==> src/rtl/tx_word_ser_if.sv <==
// Parallel-word input handshake for tx_word_ser: the producer drives din/din_valid,
// the serializer answers with din_ready.
interface tx_word_ser_if #(
  parameter int unsigned W = 32
) ();
  logic [W-1:0] din;
  logic         din_valid;
  logic         din_ready;

  modport master (
    output din,
    output din_valid,
    input  din_ready
  );

  modport slave (
    input  din,
    input  din_valid,
    output din_ready
  );
endinterface

==> src/rtl/tx_word_ser.sv <==
// Transmit word serializer: small input FIFO feeding an LSB-first bit stream,
// with one '1' sync bit at the start of every burst so the receiver can align words.
module tx_word_ser #(
  parameter int unsigned STAGES     = 5,
  parameter int unsigned FIFO_DEPTH = 4,
  parameter bit          IDLE_BIT   = 1'b0,
  localparam int unsigned W    = 2 ** STAGES,
  localparam int unsigned LvlW = $clog2(FIFO_DEPTH + 1)
) (
  input  logic            clk_i,
  input  logic            rstb_i,
  input  logic            en_i,
  tx_word_ser_if.slave    in_if,
  output logic            dout_o,
  output logic            word_start_o,
  output logic            busy_o,
  output logic            underflow_o,
  output logic [LvlW-1:0] fifo_level_o
);

  localparam int unsigned PtrW = $clog2(FIFO_DEPTH);

  typedef enum logic [0:0] {StIdle, StData} state_e;

  state_e            state_q, state_d;
  logic [STAGES-1:0] cnt_q, cnt_d;
  logic [W-1:0]      shreg_q, shreg_d;
  logic              dout_q, dout_d;
  logic              ws_q, ws_d;
  logic              uf_q, uf_d;

  logic [W-1:0]      mem_q [FIFO_DEPTH];
  logic [PtrW-1:0]   wr_ptr_q, rd_ptr_q;
  logic [LvlW-1:0]   level_q;
  logic              din_ready;
  logic              push, pop, fifo_nonempty;
  logic [W-1:0]      head;

  assign din_ready       = level_q < LvlW'(FIFO_DEPTH);
  assign in_if.din_ready = din_ready;
  assign push            = in_if.din_valid && din_ready;
  assign fifo_nonempty   = level_q != '0;
  assign head            = mem_q[rd_ptr_q];

  // Pointers wrap naturally because FIFO_DEPTH is a power of two.
  always_ff @(posedge clk_i or negedge rstb_i) begin
    if (!rstb_i) begin
      wr_ptr_q <= '0;
      rd_ptr_q <= '0;
      level_q  <= '0;
    end else begin
      if (push) wr_ptr_q <= wr_ptr_q + PtrW'(1);
      if (pop)  rd_ptr_q <= rd_ptr_q + PtrW'(1);
      if (push && !pop) begin
        level_q <= level_q + LvlW'(1);
      end else if (pop && !push) begin
        level_q <= level_q - LvlW'(1);
      end
    end
  end

  always_ff @(posedge clk_i) begin
    if (push) mem_q[wr_ptr_q] <= in_if.din;
  end

  always_comb begin
    state_d = state_q;
    cnt_d   = cnt_q;
    shreg_d = shreg_q;
    dout_d  = IDLE_BIT;
    ws_d    = 1'b0;
    uf_d    = uf_q;
    pop     = 1'b0;
    unique case (state_q)
      StIdle: begin
        if (en_i && fifo_nonempty) begin
          dout_d  = 1'b1;
          pop     = 1'b1;
          shreg_d = head;
          cnt_d   = '0;
          state_d = StData;
        end
      end
      StData: begin
        dout_d = shreg_q[cnt_q];
        ws_d   = (cnt_q == '0);
        cnt_d  = cnt_q + STAGES'(1);
        // Word boundary: chain the next word, pad with a filler, or stop.
        if (cnt_q == STAGES'(W - 1)) begin
          if (en_i && fifo_nonempty) begin
            pop     = 1'b1;
            shreg_d = head;
          end else if (en_i) begin
            shreg_d = {W{IDLE_BIT}};
            uf_d    = 1'b1;
          end else begin
            state_d = StIdle;
          end
        end
      end
      default: state_d = StIdle;
    endcase
  end

  always_ff @(posedge clk_i or negedge rstb_i) begin
    if (!rstb_i) begin
      state_q <= StIdle;
      cnt_q   <= '0;
      shreg_q <= '0;
      dout_q  <= IDLE_BIT;
      ws_q    <= 1'b0;
      uf_q    <= 1'b0;
    end else begin
      state_q <= state_d;
      cnt_q   <= cnt_d;
      shreg_q <= shreg_d;
      dout_q  <= dout_d;
      ws_q    <= ws_d;
      uf_q    <= uf_d;
    end
  end

  assign dout_o       = dout_q;
  assign word_start_o = ws_q;
  assign busy_o       = (state_q == StData);
  assign underflow_o  = uf_q;
  assign fifo_level_o = level_q;

endmodule

==> src/flat_wrapper.sv <==
// flat-port wrapper written by rule: the top's interface ports become plain ports
module tx_word_ser_flat 
#(
  parameter int unsigned STAGES     = 5,
  parameter int unsigned FIFO_DEPTH = 4,
  parameter bit          IDLE_BIT   = 1'b0,
  localparam int unsigned W    = 2 ** STAGES,
  localparam int unsigned LvlW = $clog2(FIFO_DEPTH + 1)
)
  (clk_i, rstb_i, en_i, dout_o, word_start_o, busy_o, underflow_o, fifo_level_o, in_if_din, in_if_din_valid, in_if_din_ready);
  tx_word_ser_if #(.W((32))) in_if_i ();
  input  logic clk_i;
  input  logic rstb_i;
  input  logic en_i;
  output logic dout_o;
  output logic word_start_o;
  output logic busy_o;
  output logic underflow_o;
  output logic [LvlW-1:0] fifo_level_o;
  input wire logic [$bits(in_if_i.din)-1:0] in_if_din;
  input wire logic [$bits(in_if_i.din_valid)-1:0] in_if_din_valid;
  output wire logic [$bits(in_if_i.din_ready)-1:0] in_if_din_ready;
  assign in_if_i.din = in_if_din;
  assign in_if_i.din_valid = in_if_din_valid;
  assign in_if_din_ready = in_if_i.din_ready;
  tx_word_ser #(.STAGES(STAGES), .FIFO_DEPTH(FIFO_DEPTH), .IDLE_BIT(IDLE_BIT)) u_core (.clk_i(clk_i), .rstb_i(rstb_i), .en_i(en_i), .in_if(in_if_i), .dout_o(dout_o), .word_start_o(word_start_o), .busy_o(busy_o), .underflow_o(underflow_o), .fifo_level_o(fifo_level_o));
endmodule
==> config.mk <==
export PLATFORM = sky130hd
export DESIGN_NAME = tx_word_ser_flat
export DESIGN_NICKNAME = d
export VERILOG_FILES = /design/src/rtl/tx_word_ser_if.sv /design/src/rtl/tx_word_ser.sv /design/src/flat_wrapper.sv
export SDC_FILE = /design/constraint.sdc
export NUM_CORES = 1
export LEC_CHECK = 0
export ABC_AREA = 1
export BUFFER_PORTS_ARGS = -buffer_cell sky130_fd_sc_hd__buf_4
export CAP_MARGIN = 20
export CORE_MARGIN = 1.5
export CORE_UTILIZATION = 45
export DETAILED_ROUTE_END_ITERATION = 7
export PLACE_DENSITY = 0.59
export SLEW_MARGIN = 25
export SYNTH_ARGS = -nofsm -noshare
export SYNTH_HDL_FRONTEND = slang
export SYNTH_SLANG_ARGS = --single-unit
==> constraint.sdc <==
create_clock -name clk_i -period 7.6 [get_ports clk_i]
set_clock_uncertainty 0.1 [all_clocks]
set_input_delay 1.52 -clock clk_i [delete_from_list [all_inputs] [get_ports clk_i]]
set_output_delay 1.52 -clock clk_i [all_outputs]
set_load 0.1 [all_outputs]
Word level (Yosys, flattened, before mapping)
Memories as Yosys holds them, arrays and structs flattened.
Cells that the tools add are included.
{"block": "classes", "div": 0, "eq_ne": 4, "n_reduce_logical": 11, "shift": 0, "add_sub_neg": 5, "n_mux": 22, "bitwise_logic": 2, "mul": 0, "n_lt_le_gt_ge": 2}
{"operator": "two-way mux 32 bit", "count": 4}
{"operator": "one-hot mux 32 bit (2 select lines)", "count": 1}
{"operator": "one-hot mux 5 bit (2 select lines)", "count": 1}
{"operator": "two-way mux 1 bit", "count": 9}
{"operator": "less-than comparator 5 x 6 -> 1 bit (second input constant)", "count": 1}
{"operator": "two-way mux 3 bit", "count": 2}
{"operator": "one-hot mux 1 bit (2 select lines)", "count": 3}
{"operator": "adder 5 x 1 -> 5 bit (second input constant)", "count": 1}
{"operator": "binary-select mux 1 bit (select 5 bit)", "count": 1}
{"operator": "equality test 5 bit (second input constant)", "count": 1}
{"operator": "zero test 5 bit", "count": 1}
{"operator": "two-way mux 5 bit", "count": 1}
{"operator": "adder 2 x 1 -> 2 bit (second input constant)", "count": 2}
{"operator": "logical AND 1 bit", "count": 4}
{"operator": "AND reduction 4 bit", "count": 1}
{"operator": "adder 3 x 1 -> 3 bit (second input constant)", "count": 1}
{"operator": "less-than comparator 3 bit (second input constant)", "count": 1}
{"operator": "!= test 3 bit (second input constant)", "count": 1}
{"operator": "AND reduction 3 bit", "count": 1}
{"operator": "nonzero test 3 bit", "count": 1}
{"operator": "subtractor 3 x 1 -> 3 bit (second input constant)", "count": 1}
{"operator": "zero test 1 bit", "count": 2}
{"operator": "!= test 2 x 1 -> 1 bit (second input constant)", "count": 1}
{"operator": "!= test 2 bit (second input constant)", "count": 1}
{"operator": "2 further kinds", "count": 3}
{"block": "totals", "rom_bits": 0, "mem_bits_rw": 128, "in_bits": 36, "word_cells": 56, "n_memories": 1, "latchBits": 0, "regBits": 48}
{"name": "u_core.mem_q", "words": 4, "width": 32, "rd": 1, "rd_ports_with_merged_regs": 0, "write_ports": 1, "line": "tx_word_ser.sv:32", "text": "logic [W-1:0] mem_q [FIFO_DEPTH];"}

Longest topological paths before layout
{"block": "depth", "ltp_word": 8, "depth_mapped": 11}

Least setup slack after synthesis
No wires, ideal clock.
{"block": "synth_path", "kind": "register -> register", "start": "register u_core.level_q[2], in the netlist u_core.fifo_level_o[2]", "end": "memory u_core.mem_q[0][0], enable pin", "synth_period_minus_slack_ns": 3.806, "path_slack_ns": 3.794, "arrival_ns": 3.285, "path_stages_with_launch": 4, "required_time_ns": 7.079, "cell_sequence": "dfrtp_1 -> inv_1 -> nand2_1 -> nor2_1"}
{"block": "synth_between", "elab_chain_len": 4}
{"element": "start: declaration", "line": "tx_word_ser.sv:34", "text": "logic [LvlW-1:0] level_q;"}
{"element": "start signal: assignment", "line": "tx_word_ser.sv:55", "text": "level_q <= level_q + LvlW'(1);"}
{"element": "start signal: assignment", "line": "tx_word_ser.sv:57", "text": "level_q <= level_q - LvlW'(1);"}
{"element": "less-than comparator 3 bit", "line": "tx_word_ser.sv:39", "text": "assign din_ready = level_q < LvlW'(FIFO_DEPTH);"}
{"element": "net in_if_din_ready", "line": "flat_wrapper.sv:22", "text": "output wire logic [$bits(in_if_i.din_ready)-1:0] in_if_din_ready;"}
{"element": "logical AND 1 bit", "line": "tx_word_ser.sv:41", "text": "assign push = in_if.din_valid && din_ready;"}
{"element": "two-way mux 1 bit", "line": "tx_word_ser.sv:63", "text": "if (push) mem_q[wr_ptr_q] <= in_if.din;"}
{"element": "two-way mux 1 bit (implied by the code)", "line": "tx_word_ser.sv:63"}
{"element": "end: declaration", "line": "tx_word_ser.sv:32"}
The timed path passes the listed nets, and every way through them passes these cells.

Final worst setup path
{"block": "layout_path", "start": "register u_core.cnt_q[0]", "end": "register u_core.shreg_q[12]"}
{"block": "layout_between", "elab_chain_len": 3}
{"element": "start: declaration", "line": "tx_word_ser.sv:26", "text": "logic [STAGES-1:0] cnt_q, cnt_d;"}
{"element": "start signal: assignment", "line": "tx_word_ser.sv:115", "text": "cnt_q <= cnt_d;"}
{"element": "equality test 5 bit", "line": "tx_word_ser.sv:89", "text": "if (cnt_q == STAGES'(W - 1)) begin"}
{"element": "!= test 2 bit (no line)"}
{"element": "AND reduction 3 bit (no line)"}
{"element": "end signal: assignment", "line": "tx_word_ser.sv:116", "text": "shreg_q <= shreg_d;"}
{"element": "end: declaration", "line": "tx_word_ser.sv:27", "text": "logic [W-1:0] shreg_q, shreg_d;"}
No other way between the ends.
A chain may end at the register's enable or synchronous reset.

==> qor.txt <==
max_slew headroom -> 50.87%
root buffer cell -> clkbuf_16
Worst setup SP type -> flop
fin crit share -> 40.91%
crit path DAT -> 3.36 ns
gpl congestion -> 0.7745
RR Endpoint -> u_core.shreg_q[12]
HP Class -> flop to flop
cell area after layout -> 0.008269 mm2
layout net count -> 683
Hold Fails Final Rpt -> 0
# diodes -> 0
CP Launch Point -> u_core.cnt_q[0]
remaining global-route overflow -> 0
kind of critical path -> flop to flop
post_cts resized -> 0
TritonCTS Sinks -> 176
sw frac -> 36.19%
count of different cell masters after synthesis -> 32
RSZ-0062 raised after global routing -> no
DRC errors left -> 0
CTS buffer count -> 17
share of cells above drive strength 1 -> 14.90%
starting density of the core -> 45.96%
total track usage -> 18.54%
fin util -> 52.06%
hold-fix buffers at CTS -> 0
Final ANT Viol Nets -> 0
Post-Syn Area -> 0.007301 mm2
Fill cells -> 1399
Die Wd -> 130.4 um
clock network fraction of total power -> 25.5%
CP required -> 7.85 ns
vias in the first global route -> 4542
Syn Inst Count -> 609
Net Count, Synth -> 654
postcts setup bufs -> 0
DP Wirelength -> 7867 um
Max Fclk -> 321.6 MHz
vias -> 4540
Comb pwr share -> 30.6%
Synth warnings -> 0
DRT Pass-1 Iters -> 4
first-pass GRT wire length -> 23600 um
Detailed Route WL -> 14230 um
CTS tree -> built
Setup TNS -> 0 ns
area delta synth->final -> 13.26%
Int Pwr -> 2.047 mW
Core ar. -> 0.01589 mm2
Worst R2R Path Depth -> 8
die area -> 0.01700 mm2
clk_lat worst skew -> 0.42 ns
Reg2Reg Setup Slack -> 4.49 ns
max-slew violations -> 0
crit-path max FO -> 34
post-route minimum period -> 3.109 ns
Reg power frac -> 43.9%
Inst Count DP -> 835
I/O Buffers -> 43
die height -> 130.4 um
Worst R2R Start -> u_core.cnt_q[0]
Max Cap Violations -> 0
Seq/Total Area, Yosys -> 69.10%
Area after DPL -> 0.007716 mm2
num rows -> 46
Final setup viols -> 0
FF+latch count, synth -> 176
static leakage -> 3.194 nW
Avg Vias per Cell -> 5.236
peak supply drop -> 0.0002688 V
H-tree Lvls -> 4
Worst Setup End Kind -> flop
Sw Pwr -> 1.161 mW
hold path startpoint -> u_core.shreg_q[16]
largest net degree at the start of global routing -> 67
Pwr Density -> 387.9 mW/mm2
PnR Total Power -> 3.208 mW
syn avg cell area -> 11.99 um2
Max clock buf depth -> 2
fin cells -> 867
IO Pins -> 44
CTS clk-pin slew, worst paths -> 0.06 ns
DRT iter0 DRCs -> 245
capture point of the critical path -> u_core.shreg_q[12]
wire per inst -> 16.41 um
Slew @ Worst Pin -> 0.7361 ns
initial antenna violation count -> 0
status -> completed
## cell usage after synthesis
master    number  area (um2)
a21oi_1        2       10.01
buf_2         15       75.07
buf_4          9       67.56
buf_6          4       45.04
buf_8          1       15.01
clkbuf_1       9       33.78
clkbuf_2       1       5.000
dfrtp_1       48        1201
edfxtp_1     128        3844
fa_1           1       20.02
ha_1           8       100.1
inv_1         15       56.30
inv_2          3       11.26
inv_4          1       6.260
mux2_2         1       11.26
nand2_1       80       300.3
nand2_4        2       22.52
nand3_1       93       465.5
nand3_2        1       10.01
nand4_1        1       6.260
nor2_1       104       390.4
nor2_2         1       6.260
nor3_1         1       5.000
nor3_2         1       10.01
o21ai_0       38       190.2
o21ai_1        2       10.01
o21bai_1       1       7.510
o22ai_1        1       6.260
o32ai_1       26       227.7
o32ai_2        6       97.59
xnor2_1        1       8.760
xor2_1         4       35.03
## area by class of cell
cell class	instances	area (um2)	area share [%]
clock inverter	7	87.58	1.059
tap	216	270.3	3.268
clock buffer	25	465.4	5.629
multi-input combinational	375	1954	23.63
sequential	176	5050	61.07
timing repair buffer	49	367.9	4.448
inverter	19	73.82	0.8927
## registers in the layout, indices dropped and copies added, names as in the netlist
signal	flops
u_core.busy_o	1
u_core.rd_ptr_q	2
u_core.dout_o	1
u_core.fifo_level_o	3
u_core.shreg_q	32
u_core.cnt_q	5
u_core.mem_q	128
u_core.wr_ptr_q	2
u_core.word_start_o	1
u_core.underflow_o	1
## power groups by stage
stage          Clock (mW)  Sequential [mW]  Combinational, mW
2_1_floorplan           0             1.44              0.752
3_3_place_gp            0             1.42              0.977
6_report            0.817             1.41              0.982
4_1_cts             0.836             1.41              0.999
3_5_place_dp            0             1.43              0.993
5_1_grt             0.879             1.44               1.11
## per-stage QoR
stage               setup WS (ns)  hold slack (ns)
floorplan                   3.794           0.3761
global placement            4.404           0.3912
detailed placement          4.368           0.3968
CTS                         4.476           0.4133
global route                4.230           0.4433
finish                      4.491           0.4081
## placed cells by master (no fill, tap or decap), drive strengths merged, types with 2 or more instances in the layout
cell type,netlist,layout
a21oi,2,2
buf,29,49
bufinv,0,2
clkbuf,10,25
clkinv,0,4
dfrtp,48,48
edfxtp,128,128
ha,8,8
inv,19,19
nand2,82,82
nand3,94,94
nor2,105,105
nor3,2,2
o21ai,40,40
o32ai,32,32
xor2,4,4
## worst min path at each step
stage | to | slack, ns | depth (start not counted)
floorplan | u_core.shreg_q[24] | 0.38 | 2
global placement | u_core.shreg_q[1] | 0.39 | 2
detailed placement | u_core.shreg_q[16] | 0.40 | 2
CTS | u_core.shreg_q[16] | 0.41 | 2
global route | u_core.shreg_q[17] | 0.44 | 2
finish | u_core.shreg_q[16] | 0.41 | 2
## kinds of logic (layout without fill, tap and decap cells)
group,count (synthesis),count (layout),share of synthesized area (%)
buffers and inverters,58,100,4.318
xor gates and xnor gates,5,5,0.5998
AOI/OAI and AO/OA,76,76,7.524
DFF,176,176,69.10
muxes,1,1,0.1542
adders and majority gates,9,9,1.645
and+or+nand+nor,284,284,16.66
## worst max-delay path: stages, from the launching register on
cell	delay [ns]
dfrtp_1	0.78
ha_1	0.28
nand2_1	0.07
nor2_1	0.12
ha_1	0.22
nand3_2	0.58
nand2_4	0.59
nand3_1	0.18
nand2_1	0.09
## layer usage
layer  wire length (um)  global-route usage, %  vias up
met5                  0                      0        -
met4                195                  6.917        0
met3                426                  3.705       14
met2               6994                  30.37       78
met1               6614                  24.71     2221
li1                   -                      -     2227
(Power assumes the default switching activity.)
